File: src/rtl/gpu_cmd_queue.sv
// Command front end: buffers host words in a circular FIFO and assembles
// header + NUM_VERTS vertex words into one wide command for the rasteriser.
module gpu_cmd_queue #(
  parameter int unsigned DATA_W    = 32,
  parameter int unsigned DEPTH     = 16,
  parameter int unsigned COORD_W   = 16,
  parameter int unsigned TEX_W     = 8,
  parameter int unsigned NUM_VERTS = 3
) (
  input  logic                           clk,
  input  logic                           reset,
  input  logic                           fifo_write,
  input  logic [DATA_W-1:0]              fifo_write_data,
  output logic                           fifo_full,
  output logic [$clog2(DEPTH):0]         fifo_count,
  output logic                           cmd_valid,
  input  logic                           cmd_ready,
  output logic [3:0]                     cmd_op,
  output logic [TEX_W-1:0]               cmd_tex,
  output logic [NUM_VERTS*COORD_W-1:0]   cmd_x,
  output logic [NUM_VERTS*COORD_W-1:0]   cmd_y,
  output logic                           overflow,
  output logic                           err_opcode,
  output logic                           busy
);

  localparam int unsigned AW = $clog2(DEPTH);
  localparam int unsigned CW = AW + 1;
  localparam int unsigned IW = 3;

  typedef enum logic [1:0] {IDLE, VERT, OUT} state_t;

  state_t            state;
  logic [DATA_W-1:0] mem [DEPTH];
  logic [AW-1:0]     wr_ptr;
  logic [AW-1:0]     rd_ptr;
  logic [CW-1:0]     count;
  logic [IW-1:0]     idx;

  logic              push_c;
  logic              pop_c;
  logic [DATA_W-1:0] head_c;
  logic [3:0]        head_op_c;
  logic [CW-1:0]     count_nxt_c;

  // Full is the registered flag, so a push is judged before any same-cycle pop.
  always_comb begin
    head_c      = mem[rd_ptr];
    head_op_c   = head_c[DATA_W-1 -: 4];
    push_c      = fifo_write && !fifo_full;
    pop_c       = (count != '0) && (state != OUT);
    count_nxt_c = count;
    if (push_c && !pop_c) begin
      count_nxt_c = count + CW'(1);
    end else if (!push_c && pop_c) begin
      count_nxt_c = count - CW'(1);
    end
  end

  always_ff @(posedge clk) begin
    if (push_c) begin
      mem[wr_ptr] <= fifo_write_data;
    end
  end

  always_ff @(posedge clk) begin
    if (!reset) begin
      state      <= IDLE;
      wr_ptr     <= '0;
      rd_ptr     <= '0;
      count      <= '0;
      idx        <= '0;
      fifo_full  <= 1'b0;
      overflow   <= 1'b0;
      err_opcode <= 1'b0;
      cmd_valid  <= 1'b0;
      cmd_op     <= '0;
      cmd_tex    <= '0;
      cmd_x      <= '0;
      cmd_y      <= '0;
    end else begin
      overflow   <= fifo_write && fifo_full;
      err_opcode <= 1'b0;
      count      <= count_nxt_c;
      fifo_full  <= (count_nxt_c == CW'(DEPTH));
      if (push_c) begin
        wr_ptr <= wr_ptr + AW'(1);
      end
      if (pop_c) begin
        rd_ptr <= rd_ptr + AW'(1);
      end

      case (state)
        IDLE: begin
          if (pop_c) begin
            if (head_op_c <= 4'd1) begin
              cmd_op  <= head_op_c;
              cmd_tex <= head_c[TEX_W-1:0];
              idx     <= '0;
              state   <= VERT;
            end else if (head_op_c == 4'd2) begin
              cmd_op    <= 4'd2;
              cmd_tex   <= '0;
              cmd_x     <= '0;
              cmd_y     <= '0;
              cmd_valid <= 1'b1;
              state     <= OUT;
            end else begin
              err_opcode <= 1'b1;
            end
          end
        end
        VERT: begin
          if (pop_c) begin
            cmd_x[idx*COORD_W +: COORD_W] <= head_c[2*COORD_W-1:COORD_W];
            cmd_y[idx*COORD_W +: COORD_W] <= head_c[COORD_W-1:0];
            idx <= idx + IW'(1);
            if (idx == IW'(NUM_VERTS - 1)) begin
              cmd_valid <= 1'b1;
              state     <= OUT;
            end
          end
        end
        OUT: begin
          if (cmd_ready) begin
            cmd_valid <= 1'b0;
            state     <= IDLE;
          end
        end
        default: state <= IDLE;
      endcase
    end
  end

  assign fifo_count = count;
  assign busy       = (count != '0) || (state != IDLE);

endmodule

File: config.mk
export PLATFORM = sky130hd
export DESIGN_NAME = gpu_cmd_queue
export DESIGN_NICKNAME = d
export VERILOG_FILES = /design/src/rtl/gpu_cmd_queue.sv
export SDC_FILE = /design/constraint.sdc
export NUM_CORES = 1
export LEC_CHECK = 0
export CORE_MARGIN = 2
export CORE_UTILIZATION = 41
export CTS_CLUSTER_SIZE = 28
export DETAILED_ROUTE_END_ITERATION = 16
export PLACE_DENSITY = 0.6
export RECOVER_POWER = 100
export SETUP_SLACK_MARGIN = 0.3
export SYNTH_ARGS = -nofsm -noshare
export SYNTH_HDL_FRONTEND = slang
export SYNTH_SLANG_ARGS = --single-unit
File: constraint.sdc
create_clock -name clk -period 4.5 [get_ports clk]
set_clock_uncertainty 0.05 [all_clocks]
set_input_delay 0.675 -clock clk [delete_from_list [all_inputs] [get_ports clk]]
set_output_delay 0.675 -clock clk [all_outputs]
set_load 0.02 [all_outputs]
# Yosys cells after proc, flatten, opt, wreduce, memory -nomap -nowiden
# Memory sizes are Yosys's and may differ from the RTL's. A register that Yosys moved wholly into a read port is not among the register bits.
# Index checks and enable logic that the tools add are counted.
# totals
n_memories	1
inputBits	36
ff_bits	130
out_inout_bits	118
ramBits	512
# mem_list
memory	depth	width	rd	rd_clocked_by_memory_dff	write_ports	line	rtl
mem	16	32	1	1	1	34	logic [DATA_W-1:0] mem [DEPTH];
# classes
n_eq_ne	14
n_bitwise	3
order_cmp	1
n_reduce_logical	21
n_addsub	6
n_mux	38
shift	3
# op_table
op	n
two-way mux 48 bit	5
one-hot mux 48 bit (2 select lines)	2
bitwise mux 48 bit	2
indexed part select 16 x 34 -> 48 bit	2
variable shift 16 x 34 -> 48 bit (first input constant)	1
negator 7 -> 34 bit	1
two-way mux 4 bit	4
two-way mux 8 bit	2
inequality test 2 bit (second input constant)	8
two-way mux 2 bit	6
two-way mux 5 bit	2
AND reduction 5 bit	2
two-way mux 1 bit	9
two-way mux 3 bit	3
adder 4 x 1 -> 4 bit (second input constant)	2
AND reduction 7 bit	1
one-hot mux 2 bit (3 select lines)	1
one-hot mux 3 bit (2 select lines)	1
nonzero test 2 bit	3
adder 5 x 1 -> 5 bit (second input constant)	1
== test 5 bit (second input constant)	1
logical AND 1 bit	5
nonzero test 5 bit	1
subtractor 5 x 1 -> 5 bit (second input constant)	1
16 further kinds	20

# Depth between registers and ports, before layout
# Gate-level depths: netlist (run 1).
# depth
word_depth	7
mapped_depth	10
depth_no_buf	8

# Worst setup path after synthesis (run 1)
# Ideal clock, no wire load.
# synth_path
path_type	in2reg
start	in fifo_write
end	mem mem[3][0], enable pin
t_arrival_ns	3.454
cell_stages	4
n_path_buf	1
path_slack_ns	0.536
required_time_ns	3.989
setup_ns	0.461
cell_sequence	nor2b_1 clkbuf_1 nand2_1 nor3_1
# synth_between
elab_chain_cells	3
# synth_lines
element	line	rtl
start, declared	12	input logic fifo_write,
logical AND 1 bit	50	push_c = fifo_write && !fifo_full;
two-way mux 1 bit	61	if (push_c) begin
two-way mux 1 bit (not written as such)	62	mem[wr_ptr] <= fifo_write_data;
end, declared	34	
# Every way passes these cells.

# Worst setup path in the final report (run 1)
# layout_path
start	in fifo_write
end	mem mem[15][21], enable pin
# The elaborated chain is that of the path after synthesis.

==> results of run 1 <==
final timing paths:
path,start,end,slack (ns),depth (start not counted)
min reg2reg,cmd_y[22],cmd_y[22],0.40,2
min,cmd_y[22],cmd_y[22],0.40,2
max reg2reg,register,cmd_y[4],0.88,5
max,fifo_write,mem[15][21],0.74,5
metal layers:
metal  vias up  wire, µm
met5         -        13
met2       377     28300
met1      6883     25700
met4         2      1010
li1       5844         -
met3        77      3000
cell families (layout without fill, tap and decap cells):
group,Yosys count,count (layout)
buf+inv,104,333
simple gates,284,284
other cells,0,1
compound gates,109,109
flops,646,646
fa+ha+maj,13,13
mux,226,226
xor+xnor,10,10
placed cells by master, fill, tap and decap left out, types with 6 or more instances in the layout:
master	count
clkbuf_2	10
clkbuf_1	28
nor2b_1	9
dfxtp_1	131
dlygate4sd3_1	151
buf_4	22
xnor2_1	6
ha_1	13
clkinv_1	7
o31ai_1	36
o21ai_0	8
mux2i_1	74
edfxtp_1	512
nand3_1	10
clkbuf_16	69
a2bb2oi_1	32
o32ai_1	7
inv_1	18
and2_0	9
mux4_2	152
nand2_1	191
nor2_1	22
clkinv_2	9
state kept, by name, indices dropped and copies added (netlist names), named ones only:
name and count:
err_opcode 1, fifo_full 1, idx 3, cmd_op 4, state 2, rd_ptr 4, fifo_count 5, cmd_y 48
mem 512, cmd_x 48, wr_ptr 4, overflow 1, cmd_tex 8, cmd_valid 1
worst max-delay path: stages:
cell and delay [ns]:
dlygate4sd3_1 0.58, nor2b_1 0.36, nand2_1 0.25, nor2_1 1.66
clkbuf_1 0.39
through the flow:
step                 util  std cells  area, µm²
floorplan               -       1392      25100
global placement    0.458       2285      27700
detailed placement  0.458       2285      27700
CTS                 0.493       2403      29800
global route        0.491       2403      29600
finish              0.491       2404      29600
report_power, final:
part	switching, µW	internal, µW
combinational	2130	1830
clock	2220	3130
sequential	288	6720
total	4640	11700
layout make-up:
| class | instances | area, µm² |
|---|---|---|
| clock inverter | 28 | 282 |
| antenna | 1 | 2.50 |
| fill | 4953 | 30700 |
| inverter | 19 | 71.3 |
| tap | 782 | 978 |
| timing repair buffer | 196 | 1810 |
| clock buffer | 90 | 1820 |
| sequential | 646 | 18100 |
| multi-input combinational | 642 | 6600 |
==> results by group, run 1 <==
Setup path
  – Crit Path Max Fanout: 17
  – Setup CP Type: in -> reg
  – Worst setup SP type: primary input
  – CP Capture Type: register
  – CP arrival: ~3.9 ns
  – Critical Path RT: 4.68 ns

Clocking
  – H-tree Lvls: 3
  – Total clock sinks: roughly 650
  – TritonCTS clock tree: built
  – Post-CTS Resized: 0
  – Post-CTS Setup Inserts: 0
  – Number of buffers created by CTS: 67
  – Clk Latency, worst-skew pair: 0.58 ns
  – Cts hold-fix bufs: 0
  – Clk slew on worst S/H paths: roughly 0.06 ns
  – Worst-case clock buffer depth: 3
  – Root Driver: clkbuf_16

Routing
  – Via/cell ratio: ~5.5
  – Routed WL: 58,000 µm
  – Final ANT Viol Nets: 0
  – DRT Pass-1 Iters: 5
  – Vias: around 13,000
  – Initial DRC Count: 1,106
  – DRC violations left: 0
  – DR WL/cell: 24.1 µm

Synthesis
  – Post-synth ARST share: 0
  – Synth Area in Compound Gates: 0.0352
  – Largest family of logic cells by synthesized area: multiplexers
  – Yosys warnings: 0
  – Largest cells by area after synthesis: edfxtp_1 61%, mux4_2 14%, dfxtp_1 11%
  – Adder-cell share of the synthesized area: 0.00649
  – Count leader, synth: edfxtp_1
  – Post-synth EDFFs: 512
  – Synth unique cells: 52
  – Top_reg_cell synth: edfxtp_1
  – Yosys top cell area share: 0.613
  – Synth Area in Simple Gates: 0.0492
  – Synth Instances: 1,392
  – Xor/xnor cell area share of the yosys netlist: 0.00349
  – Post-synth net total: about 1,400
  – Seq cells post-synth: 646
  – Post-synthesis sequential area ratio: 0.720
  – Mean Syn Cell Area: between 15 and 20 µm²
  – Mapped Area: 25,100 µm²
  – Multiplexer area fraction after synthesis: 0.166
  – Area leader, netlist: edfxtp_1
  – Most frequent cells after synthesis: 512 x edfxtp_1, 191 x nand2_1, 152 x mux4_2

Placed design
  – Routability cong.: between 0.7 and 0.8
  – Dpl ws: between 1 and 1.5 ns
  – Dpl hpwl: 35,000 µm
  – I/O Buffers: 153

Die
  – Ports: 154
  – Die X: 251 µm
  – Core Rows: 90
  – Initial Util: 0.415
  – Vert. Die Dim: about 250 µm
  – Core Region: approximately 60,000 µm²
  – Die area: about 63,000 µm²

Finish
  – Share of cells above drive strength 1: 0.186
  – Fin nets: 1,621
  – Area grow syn2layout: 18.2%

STA
  – Slew Viols, Final: between 100 and 150
  – RSZ-0062 raised after global routing: no
  – Final hold violation count: 0
  – Slew HR: -0.468
  – F_max: 0.266 GHz
  – Final min period: approximately 3.8 ns
  – Final Cycle Share: 0.835
  – Worst Max-Slew Pin Slew: 2.19 ns
  – Hold_ws: 0.402 ns
  – Final worst slack: between 0.7 and 0.8 ns
  – Final setup vio count: 0
  – Setup_tns: 0 ns

Global routing
  – Met2 Track Usage GR: 0.308
  – Initial antenna violation count: 6
  – First-pass GRT wire length: a little under 90,000 µm
  – GRT Util Overall: 0.187
  – Largest net degree at the start of global routing: 72
  – Met3 Usage GRT: 0.0325
  – Vias in the first global route: 13,493
  – GRT Residual Overflow: 0
  – Global route hottest layer: met2
  – Met1 Usage GRT: 0.258

Flow run
  – Max Cap Viol: 6

Pwr
  – VDD IR-drop max: 0.258 mV
  – Total power: 16,300 µW
  – Lkg Pwr: between 0.009 and 0.01 µW
  – PwrDens: 551 nW/µm²

Outcome
  – Outcome: complete, but fails checks
  – Failing checks: capacitance limit, slew limit

Hold path
  – Type of the worst min-delay path: reg -> reg
No activity file was read; power rests on OpenSTA's default activity.
==> run 2, diff against run 1 <==
--- a/config.mk
+++ b/config.mk
@@ -9,7 +9,7 @@
 export CORE_UTILIZATION = 41
 export CTS_CLUSTER_SIZE = 28
 export DETAILED_ROUTE_END_ITERATION = 16
-export PLACE_DENSITY = 0.6
+export PLACE_DENSITY = 0.62
 export RECOVER_POWER = 100
 export SETUP_SLACK_MARGIN = 0.3
 export SYNTH_ARGS = -nofsm -noshare
==> constraint.sdc (replaced) <==
create_clock -name clk -period 3.15 [get_ports clk]
set_clock_uncertainty 0.05 [all_clocks]
set_input_delay 0.4725 -clock clk [delete_from_list [all_inputs] [get_ports clk]]
set_output_delay 0.4725 -clock clk [all_outputs]
set_load 0.02 [all_outputs]
==> run 2 against run 1 <==
Compared with the run above: the run now ends clean; highest routed layer unchanged; power is 40% higher; count of clock-buffer cells in the layout shrank 14; non-clock buffer count rose by 21; sequential power increased by 41%; combinational power up 48%.
==> results by group, run 2 (same netlist as run 1, synthesis figures left out) <==
Placed design
  – Dpl hpwl: 33,900 µm (was 35,000 µm)
  – I/O Buffers: 153 (unchanged)
  – Routability cong.: 0.800 (was 0.765)

Setup path
  – CP Capture Type: register (unchanged)
  – Critical path endpoint: cmd_y[29] (was mem[15][21])
  – Setup CP Type: reg -> reg (was in -> reg)
  – Reg-to-reg slack, setup: 0.31 ns (was 0.88 ns)
  – Crit path cell chain: mux4_2 > a22oi_1 > and3_1 > nand3_1 > clkbuf_1 > o21ai_0 > buf_12 > mux2i_1 (was dlygate4sd3_1 > nor2b_1 > nand2_1 > nor2_1 > clkbuf_1)
  – Worst setup SP type: register (was primary input)
  – Crit path max-delay cell type: mux4_2 (was nor2_1)
  – CP arrival: 3.32 ns (was 3.94 ns)
  – Critical Path RT: 3.63 ns (was 4.68 ns)
  – Reg2Reg Depth: 8 (was 5)
  – Critical Path Max Stage Delay: 0.54 ns (was 1.66 ns)
  – Crit Path Max Fanout: 32 (was 17)
  – Worst reg2reg path endpoint: cmd_y[29] (was cmd_y[4])

Finish
  – Fin nets: 1,635 (was 1,621)
  – Max FFs per register: 512 (unchanged)
  – Top reg by flops: mem (unchanged)
  – # fillers: 4,922 (was 4,953)
  – Largest regs: mem (512), cmd_x (48), cmd_y (48) (unchanged)
  – Register area: 18,100 µm² (unchanged)
  – Fin util: 0.492 (was 0.491)
  – Most frequent cells in the layout: 512 x edfxtp_1, 191 x nand2_1, 152 x mux4_2 (unchanged)
  – Most common cell after layout, fill and taps aside: edfxtp_1 (unchanged)
  – Area grow syn2layout: 18.6% (was 18.2%)
  – Area of the multi-input gates: 6630 µm² (was 6600 µm²)
  – Share of cells above drive strength 1: 0.192 (was 0.186)

Clocking
  – Total clock sinks: 646 (unchanged)
  – Root Driver: clkbuf_16 (unchanged)
  – TritonCTS clock tree: built (unchanged)
  – H-tree Lvls: 2 (was 3)
  – Worst-case clock buffer depth: 3 (unchanged)
  – Cts hold-fix bufs: 0 (unchanged)
  – Clk slew on worst S/H paths: 0.06 ns (about the same)
  – Number of buffers created by CTS: 60 (was 67)
  – Clk Latency, worst-skew pair: 0.62 ns (was 0.58 ns)

Global routing
  – Largest net degree at the start of global routing: 94 (was 72)
  – Initial antenna violation count: 10 (was 6)
  – GRT Residual Overflow: 0 (unchanged)
  – GRT Util Overall: 0.183 (was 0.187)
  – First-pass GRT wire length: 86,100 µm (was 87,400 µm)
  – Vias in the first global route: 13,481 (was 13,493)

Flow run
  – Max Cap Viol: 0 (was 6)

Pwr
  – PwrDens: 770 nW/µm² (was 551 nW/µm²)
  – Lkg Pwr: 0.00962 µW (was 0.00963 µW)
  – VDD IR-drop max: 0.466 mV (was 0.258 mV)

STA
  – Setup_tns: 0 ns (unchanged)
  – F_max: approximately 0.35 GHz
  – Final hold violation count: 0 (unchanged)
  – Slew HR: 0.350 (was -0.468)
  – Slew Viols, Final: 0 (was 147)
  – Final setup vio count: 0 (unchanged)
  – RSZ-0062 raised after global routing: no (unchanged)
  – Final Cycle Share: 0.900
  – Final min period: 2.84 ns
  – Worst Max-Slew Pin Slew: 0.975 ns (was 2.19 ns)

Routing
  – DRC violations left: 0 (unchanged)
  – Initial DRC Count: 1,057 (was 1,106)
  – Via/cell ratio: 5.53 (was 5.48)
  – Vias: 13,369 (was 13,183)
  – DRT Pass-1 Iters: 5 (unchanged)
  – Routed WL: 57,900 µm (was 58,000 µm)
  – Final ANT Viol Nets: 0 (unchanged)
  – DR WL/cell: 23.9 µm (was 24.1 µm)

Die
  – Ports: 154 (unchanged)
  – Core Rows: 90 (unchanged)
  – Die area: 63,100 µm² (unchanged)
  – Vert. Die Dim: 251 µm (unchanged)
  – Core Region: 60,400 µm² (unchanged)
  – Die X: 251 µm (unchanged)
  – Initial Util: 0.415 (unchanged)

Outcome
  – Outcome: completed (was complete, but fails checks)

Hold path
  – Type of the worst min-delay path: in -> reg (was reg -> reg)
## run 2: cell types whose count changed in the layout (fill, tap and decap cells not counted), moves of 3 or more
cell / delta
clkinvlp_4: +4
clkinv_2: -7
buf_12: +7
clkbuf_4: +5
buf_6: +3
clkbuf_16: -8
clkinv_1: +6
## run 2: metrics by stage
step | cells | power (µW) | setup slack (ns) | hold slack [ns] | instance area [µm²]
floorplan | 1392 | 14100 | 0.243 | 0.429 | 25100
global placement | 2302 | 16000 | 0.316 | 0.393 | 28100
detailed placement | 2302 | 16100 | 0.279 | 0.399 | 28100
CTS | 2411 | 23200 | 0.328 | 0.180 | 30000
global route | 2418 | 23800 | 0.153 | 0.210 | 29700
finish | 2418 | 22900 | 0.315 | 0.224 | 29700
## run 2: routing by layer
metal,global-route usage,vias up,part of all wire
met4,0.0435,8,0.019
li1,-,5877,-
met1,0.257,6972,0.44
met2,0.295,427,0.48
met3,0.0379,85,0.061
met5,0,-,0.00081
## run 2: cell type report
cell class | count | share of cell area
Timing Repair Buffer | 217 | 0.0685
Tap cell | 782 | 0.0329
Clock buffer | 76 | 0.0537
Inverter | 19 | 0.00240
Multi-Input combinational cell | 642 | 0.223
Sequential cell | 646 | 0.608
Clock inverter | 33 | 0.0114
Antenna cell | 3 | 0.000253
## run 2: how the worst min path moves through the flow
stage	startpoint	to	slack, ns	cells after the start
floorplan	idx[0]	idx[0]	0.43	1
global placement	cmd_y[22]	cmd_y[22]	0.39	2
detailed placement	cmd_y[19]	cmd_y[19]	0.40	2
CTS	reset	idx[0]	0.18	3
global route	reset	idx[0]	0.21	3
finish	reset	idx[0]	0.22	3
## run 2: what timing repair did
item,in CTS,in global routing
gates resized for setup,2,7
buffers inserted,0,4
endpoints found under the setup margin,2,54
## run 2: power breakdown
part           switching (µW)  internal (µW)  total (µW)
sequential                268           9590        9850
combinational            3170           2710        5880
clock                    3070           4070        7150
## run 2: critical path, delay by kind of cell, from the launching register on
kind | cells | cell delay, ns
AND/OR/NAND/NOR | 2 | 0.45
buffers and inverters | 2 | 0.45
flip-flops | 1 | 0.45
multiplexers | 2 | 0.78
AO/OA/AOI/OAI | 2 | 0.52
==> run 3, diff against run 2 <==
--- a/config.mk
+++ b/config.mk
@@ -6,12 +6,13 @@
 export NUM_CORES = 1
 export LEC_CHECK = 0
 export CORE_MARGIN = 2
-export CORE_UTILIZATION = 41
+export CORE_UTILIZATION = 50
 export CTS_CLUSTER_SIZE = 28
 export DETAILED_ROUTE_END_ITERATION = 16
-export PLACE_DENSITY = 0.62
+export PLACE_DENSITY = 0.73
 export RECOVER_POWER = 100
 export SETUP_SLACK_MARGIN = 0.3
+export SKIP_LAST_GASP = 1
 export SYNTH_ARGS = -nofsm -noshare
 export SYNTH_HDL_FRONTEND = slang
 export SYNTH_SLANG_ARGS = --single-unit
==> run 3 against run 2 <==
Compared with the run above: hold slack got worse by 0.038 ns; final area decreased by 0.91%; first-iteration DRC count increased by 43%; register-to-register slack improved by 0.02 ns.
==> results by group, run 3 (same netlist as run 1, synthesis figures left out) <==
Outcome
  – Outcome: completed (unchanged)

Placed design
  – Dpl hpwl: 33,500 µm (was 33,900 µm)
  – DP Area: 27,900 µm² (was 28,100 µm²)
  – Post-Place Cells: 2,195 (was 2,302)
  – Routability cong.: 0.801 (was 0.800)
  – I/O Buffers: 153 (unchanged)
  – Dpl ws: 0.257 ns (was 0.279 ns)

Setup path
  – Reg2Reg Depth: 8 (unchanged)
  – Crit Path Max Fanout: 7 (was 32)
  – Critical Path RT: 2.63 ns (was 3.63 ns)
  – CP arrival: 2.31 ns (was 3.32 ns)
  – CP Capture Type: output port (was register)
  – Setup CP Type: reg -> out (was reg -> reg)
  – Worst setup SP type: register (unchanged)
  – Origin of the worst setup path: fifo_count[0]

Hold path
  – Type of the worst min-delay path: in -> reg (unchanged)
  – Hold Crit Depth: 3 (unchanged)
  – Min-delay src: reset (unchanged)

Routing
  – Via/cell ratio: 5.82 (was 5.53)
  – DRT Pass-1 Iters: 7 (was 5)
  – Initial DRC Count: 1,511 (was 1,057)
  – Vias: 13,451 (was 13,369)
  – Routed WL: 56,400 µm (was 57,900 µm)
  – Final ANT Viol Nets: 0 (unchanged)
  – DRC violations left: 0 (unchanged)
  – DR WL/cell: 24.4 µm (was 23.9 µm)

Finish
  – Largest regs: mem (512), cmd_x (48), cmd_y (48) (unchanged)
  – Area of the multi-input gates: 6630 µm² (about the same)
  – Register area: 18,100 µm² (about the same)
  – # fillers: 3,669 (was 4,922)
  – Share of cells above drive strength 1: 0.187 (was 0.192)
  – Most common cell after layout, fill and taps aside: edfxtp_1 (unchanged)
  – # diodes: 0 (was 3)
  – Area grow syn2layout: 17.5% (was 18.6%)
  – Post-route cell area: 29,500 µm² (was 29,700 µm²)
  – Most frequent cells in the layout: 512 x edfxtp_1, 191 x nand2_1, 152 x mux4_2 (unchanged)
  – Non-Filler Instances: 2,311 (was 2,418)
  – Top reg by flops: mem (unchanged)
  – Max FFs per register: 512 (unchanged)
  – Fin nets: 1,638 (was 1,635)

Clocking
  – H-tree Lvls: 2 (unchanged)
  – Total clock sinks: 646 (unchanged)
  – TritonCTS clock tree: built (unchanged)
  – Clk Latency, worst-skew pair: 0.62 ns (about the same)
  – Root Driver: clkbuf_16 (unchanged)
  – Clk slew on worst S/H paths: 0.06 ns (about the same)
  – Worst-case clock buffer depth: 3 (unchanged)
  – Number of buffers created by CTS: 58 (was 60)
  – Cts hold-fix bufs: 0 (unchanged)

Global routing
  – Vias in the first global route: 13,663 (was 13,481)
  – Initial antenna violation count: 7 (was 10)
  – Largest net degree at the start of global routing: 95 (was 94)
  – GRT Residual Overflow: 0 (unchanged)
  – First-pass GRT wire length: 85,500 µm (was 86,100 µm)
  – GRT Util Overall: 0.218 (was 0.183)

Pwr
  – VDD IR-drop max: 0.425 mV (was 0.466 mV)
  – Lkg Pwr: 0.00959 µW (was 0.00962 µW)
  – PwrDens: 767 nW/µm² (was 770 nW/µm²)

STA
  – F_max: 0.354 GHz (was 0.353 GHz)
  – Final hold violation count: 0 (unchanged)
  – Final worst slack: 0.322 ns (was 0.315 ns)
  – Slew Viols, Final: 0 (unchanged)
  – Slew HR: 0.158 (was 0.350)
  – Worst Max-Slew Pin Slew: 1.26 ns (was 0.975 ns)
  – Final min period: 2.83 ns (was 2.84 ns)
  – Final Cycle Share: 0.898 (was 0.900)
  – Setup_tns: 0 ns (unchanged)
  – RSZ-0062 raised after global routing: no (unchanged)
  – Final setup vio count: 0 (unchanged)

Die
  – Die area: 51,900 µm² (was 63,100 µm²)
  – Vert. Die Dim: 228 µm (was 251 µm)
  – Initial Util: 0.503 (was 0.415)
  – Core Rows: 82 (was 90)
  – Die X: 228 µm (was 251 µm)
  – Ports: 154 (unchanged)
  – Core Region: 49,900 µm² (was 60,400 µm²)

Flow run
  – Max Cap Viol: 0 (unchanged)
## run 3: cell count changes in the layout (fill, tap and decap cells not counted), moves of 3 or more
cell | before | now
clkinvlp_2 | 0 | 4
clkbuf_2 | 11 | 17
clkinv_2 | 2 | 7
clkinvlp_4 | 7 | 2
clkbuf_1 | 27 | 33
clkbuf_4 | 8 | 2
buf_6 | 3 | 0
diode_2 | 3 | 0
buf_12 | 8 | 5
clkinv_1 | 13 | 17
buf_4 | 22 | 27
## run 3: path summary, 6_finish.rpt
check	end	slack [ns]
worst max-delay path	busy	0.32
worst min-delay path	idx[0]	0.19
worst max register to register	cmd_valid	0.33
worst min register to register	cmd_x[39]	0.40
## run 3: timing repair
item | 4_1_cts | 5_1_grt
pin swaps | 0 | 1
endpoints found under the setup margin | 3 | 74
setup buffers | 0 | 6
resized for setup | 1 | 3
## run 3: layout make-up
| cell class | count | area share |
|---|---|---|
| clock inverters | 37 | 0.0107 |
| flip-flops and latches | 646 | 0.613 |
| repair buffers | 222 | 0.0678 |
| inverters | 19 | 0.00242 |
| clock buffers | 73 | 0.0519 |
| multi-input cells | 642 | 0.225 |
| well taps | 672 | 0.0285 |
## run 3: where the power goes
| group | switching [µW] | internal (µW) |
|---|---|---|
| Sequential | 313 | 9590 |
| Combinational | 3120 | 2730 |
| Clock | 2990 | 3840 |
## run 3: per-stage QoR
step / power, µW / hold slack [ns] / utilization
finish: 22600 / 0.186 / 0.591
global route: 23500 / 0.204 / 0.591
global placement: 15900 / 0.393 / 0.560
floorplan: 14100 / 0.429 / -
detailed placement: 16000 / 0.395 / 0.560
CTS: 22800 / 0.162 / 0.597
## run 3: worst max-delay path, stage by stage, from the launching register on
cell and delay [ns]:
dfxtp_1 0.36, inv_1 0.14, ha_1 0.18, nor4b_4 0.25
nand2_1 0.11, dlygate4sd3_1 0.66
## run 3: per-layer routing
layer / GRT usage / vias up / routed length [µm]
met5: 0 / - / 57
met4: 0.0539 / 8 / 953
met3: 0.0405 / 73 / 3910
met2: 0.360 / 524 / 27900
met1: 0.303 / 6967 / 23500
li1: - / 5879 / -
==> RTL edit: new RTL, flow settings as in run 2 <==
`TEX_W`: 8 -> 10.
--- a/src/rtl/gpu_cmd_queue.sv
+++ b/src/rtl/gpu_cmd_queue.sv
@@ -6,3 +6,3 @@
   parameter int unsigned COORD_W   = 16,
-  parameter int unsigned TEX_W     = 8,
+  parameter int unsigned TEX_W     = 10,
   parameter int unsigned NUM_VERTS = 3
Ports: changed (resized cmd_tex); port bits go from 154 to 156. No check against the original RTL was run, so the function may have changed too.
==> RTL edit against run 2 <==
- sequential power about the same
- design area decreased by 1.8%
- setup slack worse by 21 ps
- fmax shrank 0.73%
- power is 0.45% higher
- sequential cell count is 2 higher
- wire length is 3.1% higher
- area after synthesis decreased by 2.2%
- critical path type unchanged
- critical endpoint is now cmd_y[35]$_SDFFE_PN0P_
- largest cell class unchanged
- largest power group unchanged
==> RTL edit: results <==
synth:
  ys_top_cells_by_count: "edfxtp_1, mux4_2, dfxtp_1"
  synth_fa_ha_area_share_pct: 0.663
  ys_seq_area_share_pct: 73.8
  synthMuxAreaShare_pct: 14.5
  synthXorXnorAreaFrac_pct: 0.286
  synthTopCellsByArea: "edfxtp_1, mux4_2, dfxtp_1"
  synth_compound_area_share_pct: 5.34
place:
  hpwl_um: 34000
  routabilityCongestion: 0.780
  portBuffers: 155
  placed_area_um2: 27400
  post-place-ws_ps: 246
global_route:
  grt_antenna_before_repair: 12
  grt_pass1_vias: 13300
  grt_pass1_wl_um: 87300
  grt_max_degree: 98
  grt_util_met1_pct: 25.4
  gr-usage-all-layers_pct: 18.9
  use_met3_pct: 4.22
  use_met2_pct: 31.2
setup_path:
  crit_slowest_cell: "o41a_2"
  r2r_setup_slack_ps: 290
  cp-endpoint: "cmd_y[35]$_SDFFE_PN0P_"
  arrival_ps: 3250
  crit_family: "compound AO/OA/AOI/OAI gates"
  path_max_fanout: 49
routing:
  met3_wirelength_um: 4280
  vias_per_cell: 5.61
  wl_met1_um: 24600
  drt_iter0_drc: 1038
  route.met2.wl_um: 29300
status:
  status: "complete, no violations"
layout:
  n_clock_buffer: 70
  nonClkBufAreaFrac_pct: 7.13
  multi_input_area_um2: 6080
  area_delta_synth_final_pct: 19.0
  inverters_excl_clock: 12
  final_nets: 1611
  fillers: 4804
  layout-drive-gt1-share_pct: 19.2
  final_cells: 2388
  regArea_um2: 18100
  antennaDiodeCount: 5
  multi_input_gates: 626
  final_area_um2: 29200
  clock_area_share_pct: 6.47
pwr:
  swShare_pct: 30.3
  ir_drop_uv: 943
  p_leak_uw: 0.00941
min_path:
  hp-start: "cmd_op[0]$_SDFFE_PN0P_"
  hold_class: "flop to flop"
  min_path_cells: 2
  holdPathEnd: "cmd_op[0]$_SDFFE_PN0P_"
sta:
  fin_crit_sh_pct: 90.7
  hold_slack_ps: 408
  relSlewSlack_pct: 8.14
cts:
  cts.sinks: 648
  cts_buffers: 60
## RTL edit: cell count changes after synthesis, moves of 5 or more
cell	delta
mux2i_1	-70
nand3_1	-5
nand2_1	-64
a22o_1	+10
clkbuf_1	+6
o32ai_1	-7
o21ai_0	+64
and2_1	-6
a2bb2oi_1	-32
inv_1	-7
o21ai_1	+29
a21oi_1	+102
o31ai_1	-35
## RTL edit: what timing repair did
action	CTS	global route
gates resized for setup	3	8
setup buffers	2	4
cloned	2	2
hold endpoints to repair	0	0
pin swaps	0	1
setup endpoints to repair	78	86
## RTL edit: power groups by stage
stage	Sequential (uW)	Combinational, uW	Clock [uW]
after CTS	9840	6170	7130
after global placement	10000	5960	0
after global routing	9860	6570	7470
after detailed placement	10000	6010	0
after floorplan	10000	3940	0
final	9820	6160	7000
## RTL edit: cell families after synthesis
logic type                 Yosys count
DFF                                648
AOI/OAI and AO/OA                  238
and+or+nand+nor                    207
muxes                              160
buffers and inverters               96
adders and majority gates           13
xor gates and xnor gates             8
